## src/rtl/ascon_bdi_packer_pkg.sv

```systemverilog
// Shared configuration for the Ascon bdi byte packer.
//   CCW    : default core data-path width in bits (32 or 64)
//   NB     : bytes per CCW word
//   data_e : data-type tag carried alongside every byte and word
package ascon_bdi_packer_pkg;

  localparam int unsigned CCW = 32;
  localparam int unsigned NB  = CCW / 8;

  typedef enum logic [2:0] {
    D_INVALID = 3'd0,
    D_NONCE   = 3'd1,
    D_AD      = 3'd2,
    D_MSG     = 3'd3,
    D_TAG     = 3'd4
  } data_e;

endpackage

```

## src/rtl/ascon_bdi_packer_outreg.sv

```systemverilog
// Output holding register presenting packed words to the core.
// A word is loaded only when the register is free (empty, or being
// handshaken on this edge); it is held stable until bdi_ready.
// Ports:
//   clk, rst        : clock, synchronous active-high reset
//   load            : capture load_* as the next presented word
//   load_data/mask  : word bytes (unused bytes zero) and byte mask
//   load_type/eot/eoi : word attributes
//   bdi_ready       : core accepts the presented word
//   bdi*            : registered word outputs
//   occupied        : a word is currently presented
module ascon_bdi_outreg
  import ascon_bdi_packer_pkg::*;
#(
  parameter int unsigned CCW = ascon_bdi_packer_pkg::CCW
) (
  input  logic             clk,
  input  logic             rst,
  input  logic             load,
  input  logic [CCW-1:0]   load_data,
  input  logic [CCW/8-1:0] load_mask,
  input  data_e            load_type,
  input  logic             load_eot,
  input  logic             load_eoi,
  input  logic             bdi_ready,
  output logic [CCW-1:0]   bdi,
  output logic [CCW/8-1:0] bdi_valid,
  output data_e            bdi_type,
  output logic             bdi_eot,
  output logic             bdi_eoi,
  output logic             occupied
);

  assign occupied = |bdi_valid;

  always_ff @(posedge clk) begin
    if (rst) begin
      bdi       <= '0;
      bdi_valid <= '0;
      bdi_type  <= D_INVALID;
      bdi_eot   <= 1'b0;
      bdi_eoi   <= 1'b0;
    end else if (load) begin
      bdi       <= load_data;
      bdi_valid <= load_mask;
      bdi_type  <= load_type;
      bdi_eot   <= load_eot;
      bdi_eoi   <= load_eoi;
    end else if (occupied && bdi_ready) begin
      bdi_valid <= '0;
      bdi_type  <= D_INVALID;
      bdi_eot   <= 1'b0;
      bdi_eoi   <= 1'b0;
    end
  end

endmodule

```

## src/rtl/ascon_bdi_packer.sv

```systemverilog
// Byte-to-word packer feeding the ascon_core bdi port.
// Bytes tagged with type / last / eoi are packed low-byte-first into
// CCW-bit words with a contiguous low-aligned byte mask.
// Build option: ASCON_BDI_PACK_SKID_EN -- the accumulator keeps filling
// while the output register waits (1 byte/cycle); otherwise FILL/HOLD
// single-buffer operation (NB bytes per NB+1 cycles).
// Ports:
//   clk, rst                        : clock, synchronous active-high reset
//   in_data/in_valid/in_ready       : byte stream handshake
//   in_type/in_last/in_eoi          : byte type, end of segment, end of input
//   bdi/bdi_valid/bdi_ready         : packed word, byte mask, core ready
//   bdi_type/bdi_eot/bdi_eoi        : word attributes
module ascon_bdi_packer
  import ascon_bdi_packer_pkg::*;
#(
  parameter int unsigned CCW = ascon_bdi_packer_pkg::CCW
) (
  input  logic             clk,
  input  logic             rst,
  input  logic [7:0]       in_data,
  input  logic             in_valid,
  output logic             in_ready,
  input  data_e            in_type,
  input  logic             in_last,
  input  logic             in_eoi,
  output logic [CCW-1:0]   bdi,
  output logic [CCW/8-1:0] bdi_valid,
  input  logic             bdi_ready,
  output data_e            bdi_type,
  output logic             bdi_eot,
  output logic             bdi_eoi
);

  localparam int unsigned NBW = CCW / 8;
  localparam int unsigned CW  = $clog2(NBW + 1);
  localparam logic [CW-1:0] CNT_FULL = CW'(NBW);

  typedef enum logic {S_FILL, S_HOLD} state_e;

  state_e              state;
  logic [NBW-1:0][7:0] acc, w_acc;
  logic [CW-1:0]       cnt, w_cnt, base_cnt, mask_cnt;
  data_e               acc_type, w_type;
  logic                out_occ, out_free;
  logic                mismatch, accept, close_new, close_eot, close_eoi;
  logic                load, load_eot, load_eoi;
  logic [CCW-1:0]      load_data;
  logic [NBW-1:0]      load_mask;
  data_e               load_type;
`ifdef ASCON_BDI_PACK_SKID_EN
  logic                pend_eot, pend_eoi;
`endif

  assign out_free = !out_occ || bdi_ready;

  always_comb begin
    mismatch = (state == S_FILL) && (cnt != '0) && (in_type != acc_type);
`ifdef ASCON_BDI_PACK_SKID_EN
    in_ready = !rst && !mismatch && ((state == S_FILL) || out_free);
`else
    in_ready = !rst && !mismatch && (state == S_FILL);
`endif
    accept = in_valid && in_ready;

    // In HOLD the accumulator content is the parked word; a byte accepted
    // there starts a fresh word.
    base_cnt = (state == S_HOLD) ? '0 : cnt;
    w_acc    = (state == S_HOLD) ? '0 : acc;
    w_type   = (base_cnt == '0) ? in_type : acc_type;
    w_cnt    = base_cnt;
    if (accept) begin
      for (int unsigned i = 0; i < NBW; i++)
        if (CW'(i) == base_cnt) w_acc[i] = in_data;
      w_cnt = base_cnt + CW'(1);
    end

    close_new = (accept && ((w_cnt == CNT_FULL) || in_last)) || (in_valid && mismatch);
    close_eot = mismatch || (accept && in_last);
    close_eoi = accept && in_last && in_eoi;

    load      = 1'b0;
    load_data = w_acc;
    load_type = w_type;
    load_eot  = close_eot;
    load_eoi  = close_eoi;
    mask_cnt  = w_cnt;
`ifdef ASCON_BDI_PACK_SKID_EN
    if ((state == S_HOLD) && out_free) begin
      load      = 1'b1;
      load_data = acc;
      load_type = acc_type;
      load_eot  = pend_eot;
      load_eoi  = pend_eoi;
      mask_cnt  = cnt;
    end else begin
      load = (state == S_FILL) && close_new && out_free;
    end
`else
    load = (state == S_FILL) && close_new;
`endif
    for (int unsigned i = 0; i < NBW; i++)
      load_mask[i] = CW'(i) < mask_cnt;
  end

  always_ff @(posedge clk) begin
    if (rst) begin
      state    <= S_FILL;
      cnt      <= '0;
      acc      <= '0;
      acc_type <= D_INVALID;
`ifdef ASCON_BDI_PACK_SKID_EN
      pend_eot <= 1'b0;
      pend_eoi <= 1'b0;
`endif
    end else begin
`ifdef ASCON_BDI_PACK_SKID_EN
      // HOLD = closed word parked in the accumulator waiting for the
      // output register; it leaves on the edge the register frees up.
      if ((state == S_HOLD) && !out_free) begin
        state <= S_HOLD;
      end else if (close_new && !((state == S_FILL) && out_free)) begin
        state    <= S_HOLD;
        acc      <= w_acc;
        cnt      <= w_cnt;
        acc_type <= w_type;
        pend_eot <= close_eot;
        pend_eoi <= close_eoi;
      end else if (close_new) begin
        state <= S_FILL;
        acc   <= '0;
        cnt   <= '0;
      end else begin
        state <= S_FILL;
        acc   <= w_acc;
        cnt   <= w_cnt;
        if (accept) acc_type <= w_type;
      end
`else
      // The word is copied to the output register on close, so the
      // accumulator is cleared then rather than at the handshake.
      case (state)
        S_FILL: begin
          if (close_new) begin
            state <= S_HOLD;
            acc   <= '0;
            cnt   <= '0;
          end else if (accept) begin
            acc      <= w_acc;
            cnt      <= w_cnt;
            acc_type <= w_type;
          end
        end
        S_HOLD: begin
          if (out_free) state <= S_FILL;
        end
        default: state <= S_FILL;
      endcase
`endif
    end
  end

  ascon_bdi_outreg #(.CCW(CCW)) u_outreg (
    .clk       (clk),
    .rst       (rst),
    .load      (load),
    .load_data (load_data),
    .load_mask (load_mask),
    .load_type (load_type),
    .load_eot  (load_eot),
    .load_eoi  (load_eoi),
    .bdi_ready (bdi_ready),
    .bdi       (bdi),
    .bdi_valid (bdi_valid),
    .bdi_type  (bdi_type),
    .bdi_eot   (bdi_eot),
    .bdi_eoi   (bdi_eoi),
    .occupied  (out_occ)
  );

endmodule

```

## config.mk

```make
export PLATFORM = sky130hd
export DESIGN_NAME = ascon_bdi_packer
export DESIGN_NICKNAME = d
export VERILOG_FILES = /design/src/rtl/ascon_bdi_packer_pkg.sv /design/src/rtl/ascon_bdi_packer_outreg.sv /design/src/rtl/ascon_bdi_packer.sv
export SDC_FILE = /design/constraint.sdc
export NUM_CORES = 1
export LEC_CHECK = 0
export BUFFER_PORTS_ARGS = -buffer_cell sky130_fd_sc_hd__buf_4
export CAP_MARGIN = 30
export CORE_UTILIZATION = 39
export DETAILED_ROUTE_END_ITERATION = 7
export SYNTH_ARGS = -nofsm -noshare
export SYNTH_HDL_FRONTEND = slang
export SYNTH_SLANG_ARGS = --single-unit
```

## constraint.sdc

```tcl
create_clock -name clk -period 4.6 [get_ports clk]
set_clock_uncertainty 0.2 [all_clocks]
set_input_delay 0.46 -clock clk [delete_from_list [all_inputs] [get_ports clk]]
set_output_delay 0.46 -clock clk [all_outputs]
set_load 0.02 [all_outputs]
```

# == After elaboration in Yosys (flattened, before gate mapping) ==
# Cells that the tools add are included.
# totals
ff_bits,80
output_inout_bits,42
elab_cells,72
# op_classes
n_addsub,1
order_cmp,4
eq_ne,5
mux,23
n_bitwise,2
n_reduce_logical,25
# op_table
operator,n
32-bit two-way mux,4
8-bit two-way mux,4
3-bit two-way mux,7
1-bit logical AND,11
4-bit two-way mux,2
"2-bit by 3-bit == test with 1-bit output, first input constant",2
"1-bit by 3-bit < comparator with 1-bit output, first input constant",2
"2-bit by 3-bit < comparator with 1-bit output, first input constant",2
1-bit two-way mux,5
1-bit logical OR,4
2-bit nonzero test,2
4-bit OR reduction,1
"3-bit by 1-bit adder with 3-bit output, second input constant",1
"1-bit by 3-bit == test with 1-bit output, first input constant",1
"3-bit == test, second input constant",1
1-bit zero test,3
3-bit zero test,1
3-bit inequality test,1
3-bit AND reduction,1
3-bit nonzero test,1
1-bit NOT,2
1-bit case mux with 2 select lines,1
2-bit AND reduction,1

# == Logic depth before layout (Yosys ltp) ==
# logic_depth
ltp_word,14
mapped_depth,13

# == Hierarchy ==
# Synthesis repeated with hierarchy kept, for this count alone.
# unflattened
cells_unflattened,378
area_unflattened_um2,4023.9
# modules_own_cells
module,n_inst,cells_per_inst,area_each_um2
ascon_bdi_packer,1,228,2411.1
ascon_bdi_outreg,1,150,1612.8

# == Worst setup path before layout ==
# No wires, ideal clock.
# synth_path
path_kind,register to register
from,register state
to,register u_outreg.bdi[12]
arrival_time_ns,2.676
slack_ns,1.592
path_stages_with_launch,14
cell_sequence,dfxtp_1 clkbuf_1 clkbuf_1 nand2b_1 inv_1 ha_1 ha_1 nor2_1 a21oi_4 o32a_1 buf_2 buf_6 a221oi_1 nor3_1
# synth_between
elab_chain_cells,13
# synth_lines
item,line,rtl
from (decl),ascon_bdi_packer.sv:40,state_e state;
from (signal assigned),ascon_bdi_packer.sv:107,state <= S_FILL;
from (signal assigned),ascon_bdi_packer.sv:144,state <= S_HOLD;
from (signal assigned),ascon_bdi_packer.sv:154,if (out_free) state <= S_FILL;
branches (longest 13 deep; another with 3-bit by 1-bit adder with 3-bit output),--,
to (signal assigned),ascon_bdi_packer_outreg.sv:44,bdi <= load_data;
to (decl),ascon_bdi_packer_outreg.sv:26,"output logic [CCW-1:0] bdi,"
# Several ways; the timed one is not identified.
# A chain may end at the register's enable or synchronous reset.

# == Worst setup path in the final report ==
# layout_path
from,register cnt[0]
to,register u_outreg.bdi[20]
# layout_between
elab_chain_cells,13
# layout_lines
item,line,rtl
from (decl),ascon_bdi_packer.sv:42,"logic [CW-1:0] cnt, w_cnt, base_cnt, mask_cnt;"
from (signal assigned),ascon_bdi_packer.sv:149,cnt <= w_cnt;
branches (longest 13 deep; another with 3-bit by 1-bit adder with 3-bit output),--,
# Several ways; the timed one is not identified.

==> results by group <==
Status
  – Status: finished clean

Setup path
  – Data required, critical path: 4670 ps
  – Critical path class: reg -> reg
  – CP Data Arrival Time: about 3100 ps
  – Top cell by count, worst path: ha_1
  – Worst path cell trace: nand2b_1 > inv_1 > ha_1 > ha_1 > nor2_1 > a21oi_4 > o32a_1 > buf_4 > a21oi_1 > a211oi_2
  – Crit end category: flip-flop
  – CP Max Fanout: 27
  – Slowest-stage cell, CP: o32a_1
  – Largest delay share family, worst path: compound AO/OA/AOI/OAI gates
  – Worst path bufs/invs: 2
  – Startpoint Class: flip-flop
  – Slowest stage delay, CP: 410 ps

Clock network
  – Hold buffers post-CTS: 0
  – Htree depth: 3
  – Cts bufs inserted: 9
  – Clock-pin slew on the worst setup and hold paths: roughly 80 ps
  – Cts repair resizes: 0
  – Setup Fix Bufs, Post-CTS: 0
  – Clock Root Buffer: clkbuf_8
  – Clk buf depth: 2
  – Worst-Skew Late Latency: 360 ps
  – TritonCTS clock tree: yes
  – Clock sink count: 80

Power
  – Post-layout power: roughly 1.7 mW
  – Peak VDD IR: 0.000221 V
  – Leakage: 1.63 nW
  – Pwr/cell area: slightly below 400 nW/um^2

Synthesis
  – Syn Inst Count: between 300 and 400
  – FF+latch count, synth: 80
  – Mapped Area: roughly 3600 sq um
  – Top FF cell, synth: dfxtp_1
  – Synthesized Nets: 401
  – Number of synthesized flops with an enable pin: 0
  – Sequential area share after synthesis: 44.0%
  – Ys Warns: 0
  – Asr flop ratio synth: 0%
  – Yosys cell types: 51
  – Post-synthesis average cell area: 9.59 sq um

Final layout
  – Commonest cells after routing, fill and taps aside: dfxtp_1 (80), buf_4 (62), nor2_1 (45)
  – Ant diodes: 0
  – Share of cells above drive strength 1: 26.1%
  – Final Non-Filler Cells: 530
  – Final core occ: 48.2%
  – Final nets: 440
  – Fillers: 848
  – Commonest non-fill, non-tap cell in the layout: dfxtp_1
  – Area delta synth->final: 17.8%

Routing
  – DRC Markers: 0
  – 1st-iter DRT viols: 201
  – Drt via density: 5.86
  – Initial DRT Pass Iterations: 4
  – Detailed Route WL: 9360 um
  – Drt wl/cell: 17.7 um
  – DRT antenna net count: 0
  – Vias post-DR: 3107

Global route
  – Largest net degree at the start of global routing: 55
  – Vias in the first global route: ~2800
  – GRT Total Usage: 19.7%
  – Initial antenna violation count: 0
  – Grt ovf: 0
  – First-pass GRT wire length: between 10000 and 15000 um

Floorplan
  – Die height: 98.6 um
  – Row cnt: 34
  – Initial Util: between 40 and 50%
  – Die X: 98.6 um
  – Core area: 8890 sq um
  – # IOs: 59
  – Die area: 9710 sq um

Hold path
  – Min-delay worst type: in -> reg

STA
  – Worst setup margin: 1550 ps
  – Slew of the pin with the lowest slew margin: 857 ps
  – Slew headroom: 42.6%
  – Final setup violation count: 0
  – Pins over their slew limit: 0
  – Setup TNS: 0 ps
  – Final period util: 66.4%
  – RSZ-0062 raised after global routing: no
  – FMAX: 328 MHz
  – Final hold vios: 0
  – Period minus WS final: 3050 ps

Place
  – Placed cells: 515
  – Worst slack at placement: 1610 ps
  – Post-DP HPWL: 6240 um
  – Buffers on Ports: 58
  – Final Wtd Congestion: 0.903

Job
  – Max Cap Violations: 0
==> metrics by stage <==
step / hold slack [ps] / cell area [sq um]
CTS: 179 / 4280
finish: 184 / 4280
global placement: 239 / 4060
floorplan: 230 / 3640
global route: 194 / 4280
detailed placement: 249 / 4060
==> worst reg2reg max path: stages, from the launching register on <==
cell and delay, ps:
dfxtp_1 370, nand2b_1 170, inv_1 140, ha_1 230
ha_1 350, nor2_1 100, a21oi_4 260, o32a_1 410
buf_4 380, a21oi_1 120, a211oi_2 250
==> cells in the mapped netlist, types with 2 or more instances <==
master,instances,area [sq um]
a211oi_1,5,37.5
a211oi_2,10,125
a21oi_1,25,125
a221oi_1,13,114
a221oi_2,3,45.0
a22o_1,23,201
a22oi_1,8,60.1
a311oi_1,7,61.3
a32o_1,7,70.1
and3_1,3,18.8
buf_1,7,26.3
buf_2,10,50.1
buf_4,3,22.5
buf_6,3,33.8
clkbuf_1,11,41.3
dfxtp_1,80,1600
ha_1,5,62.6
inv_1,4,15.0
mux2_2,3,33.8
mux2i_1,2,20.0
nand2_1,18,67.6
nand2b_1,5,31.3
nand3_1,13,65.1
nand3b_1,10,75.1
nor2_1,45,169
nor3_1,22,110
nor3_2,4,40.0
o21ai_0,3,15.0
o21bai_1,2,15.0
o31ai_2,2,25.0
xor2_2,3,48.8
==> report_power, final <==
group / internal [mW] / leakage, nW / switching [mW]
sequential: 0.732 / 0.651 / 0.0240
combinational: 0.122 / 0.869 / 0.205
clock: 0.318 / 0.108 / 0.259
total: 1.17 / 1.63 / 0.489
==> cell type report <==
| type | count | area, sq um | share of cell area, % |
|---|---|---|---|
| sequential | 80 | 1600 | 37.4 |
| timing repair buffer | 62 | 465 | 10.9 |
| tap | 108 | 135 | 3.16 |
| clock buffer | 10 | 138 | 3.21 |
| multi-input combinational | 261 | 1850 | 43.1 |
| inverter | 4 | 15.0 | 0.351 |
| clock inverter | 5 | 81.3 | 1.90 |
==> path summary, 6_finish.rpt <==
check,slack [ps],cells past startpoint,endpoint,start
max,1550,10,u_outreg.bdi[20]$_SDFFE_PP0P_,cnt[0]$_SDFFE_PP0P_
min,180,3,acc_type[2]$_SDFFE_PP0P_,in_type[2]
max reg2reg,1550,10,u_outreg.bdi[20]$_SDFFE_PP0P_,cnt[0]$_SDFFE_PP0P_
min reg2reg,260,2,acc[26]$_SDFFE_PP0P_,acc[26]$_SDFFE_PP0P_
==> registers in the layout, summed over array words and instances (netlist names) <==
name	count
u_outreg.bdi_eot	1
u_outreg.bdi_eoi	1
cnt	3
u_outreg.bdi_valid	4
u_outreg.bdi	32
u_outreg.bdi_type	3
acc_type	3
acc	32
state	1
==> logic make-up after synthesis <==
logic type / after synthesis / share of synthesized area (%)
AND/OR/NAND/NOR: 130 / 18.0
XOR/XNOR: 3 / 1.34
adder cells (fa/ha/maj): 5 / 1.72
multiplexers: 5 / 1.48
flip-flops: 80 / 44.0
buffers and inverters: 38 / 5.20
AO/OA/AOI/OAI: 118 / 28.2
==> layer usage <==
metal	routed length, um	global-route usage, %	vias up
li1	-	-	1501
met1	4480	28.4	1495
met2	4190	29.7	101
met3	559	3.33	10
met4	131	6.89	0
met5	0	0	-
(Power assumes the default switching activity.)
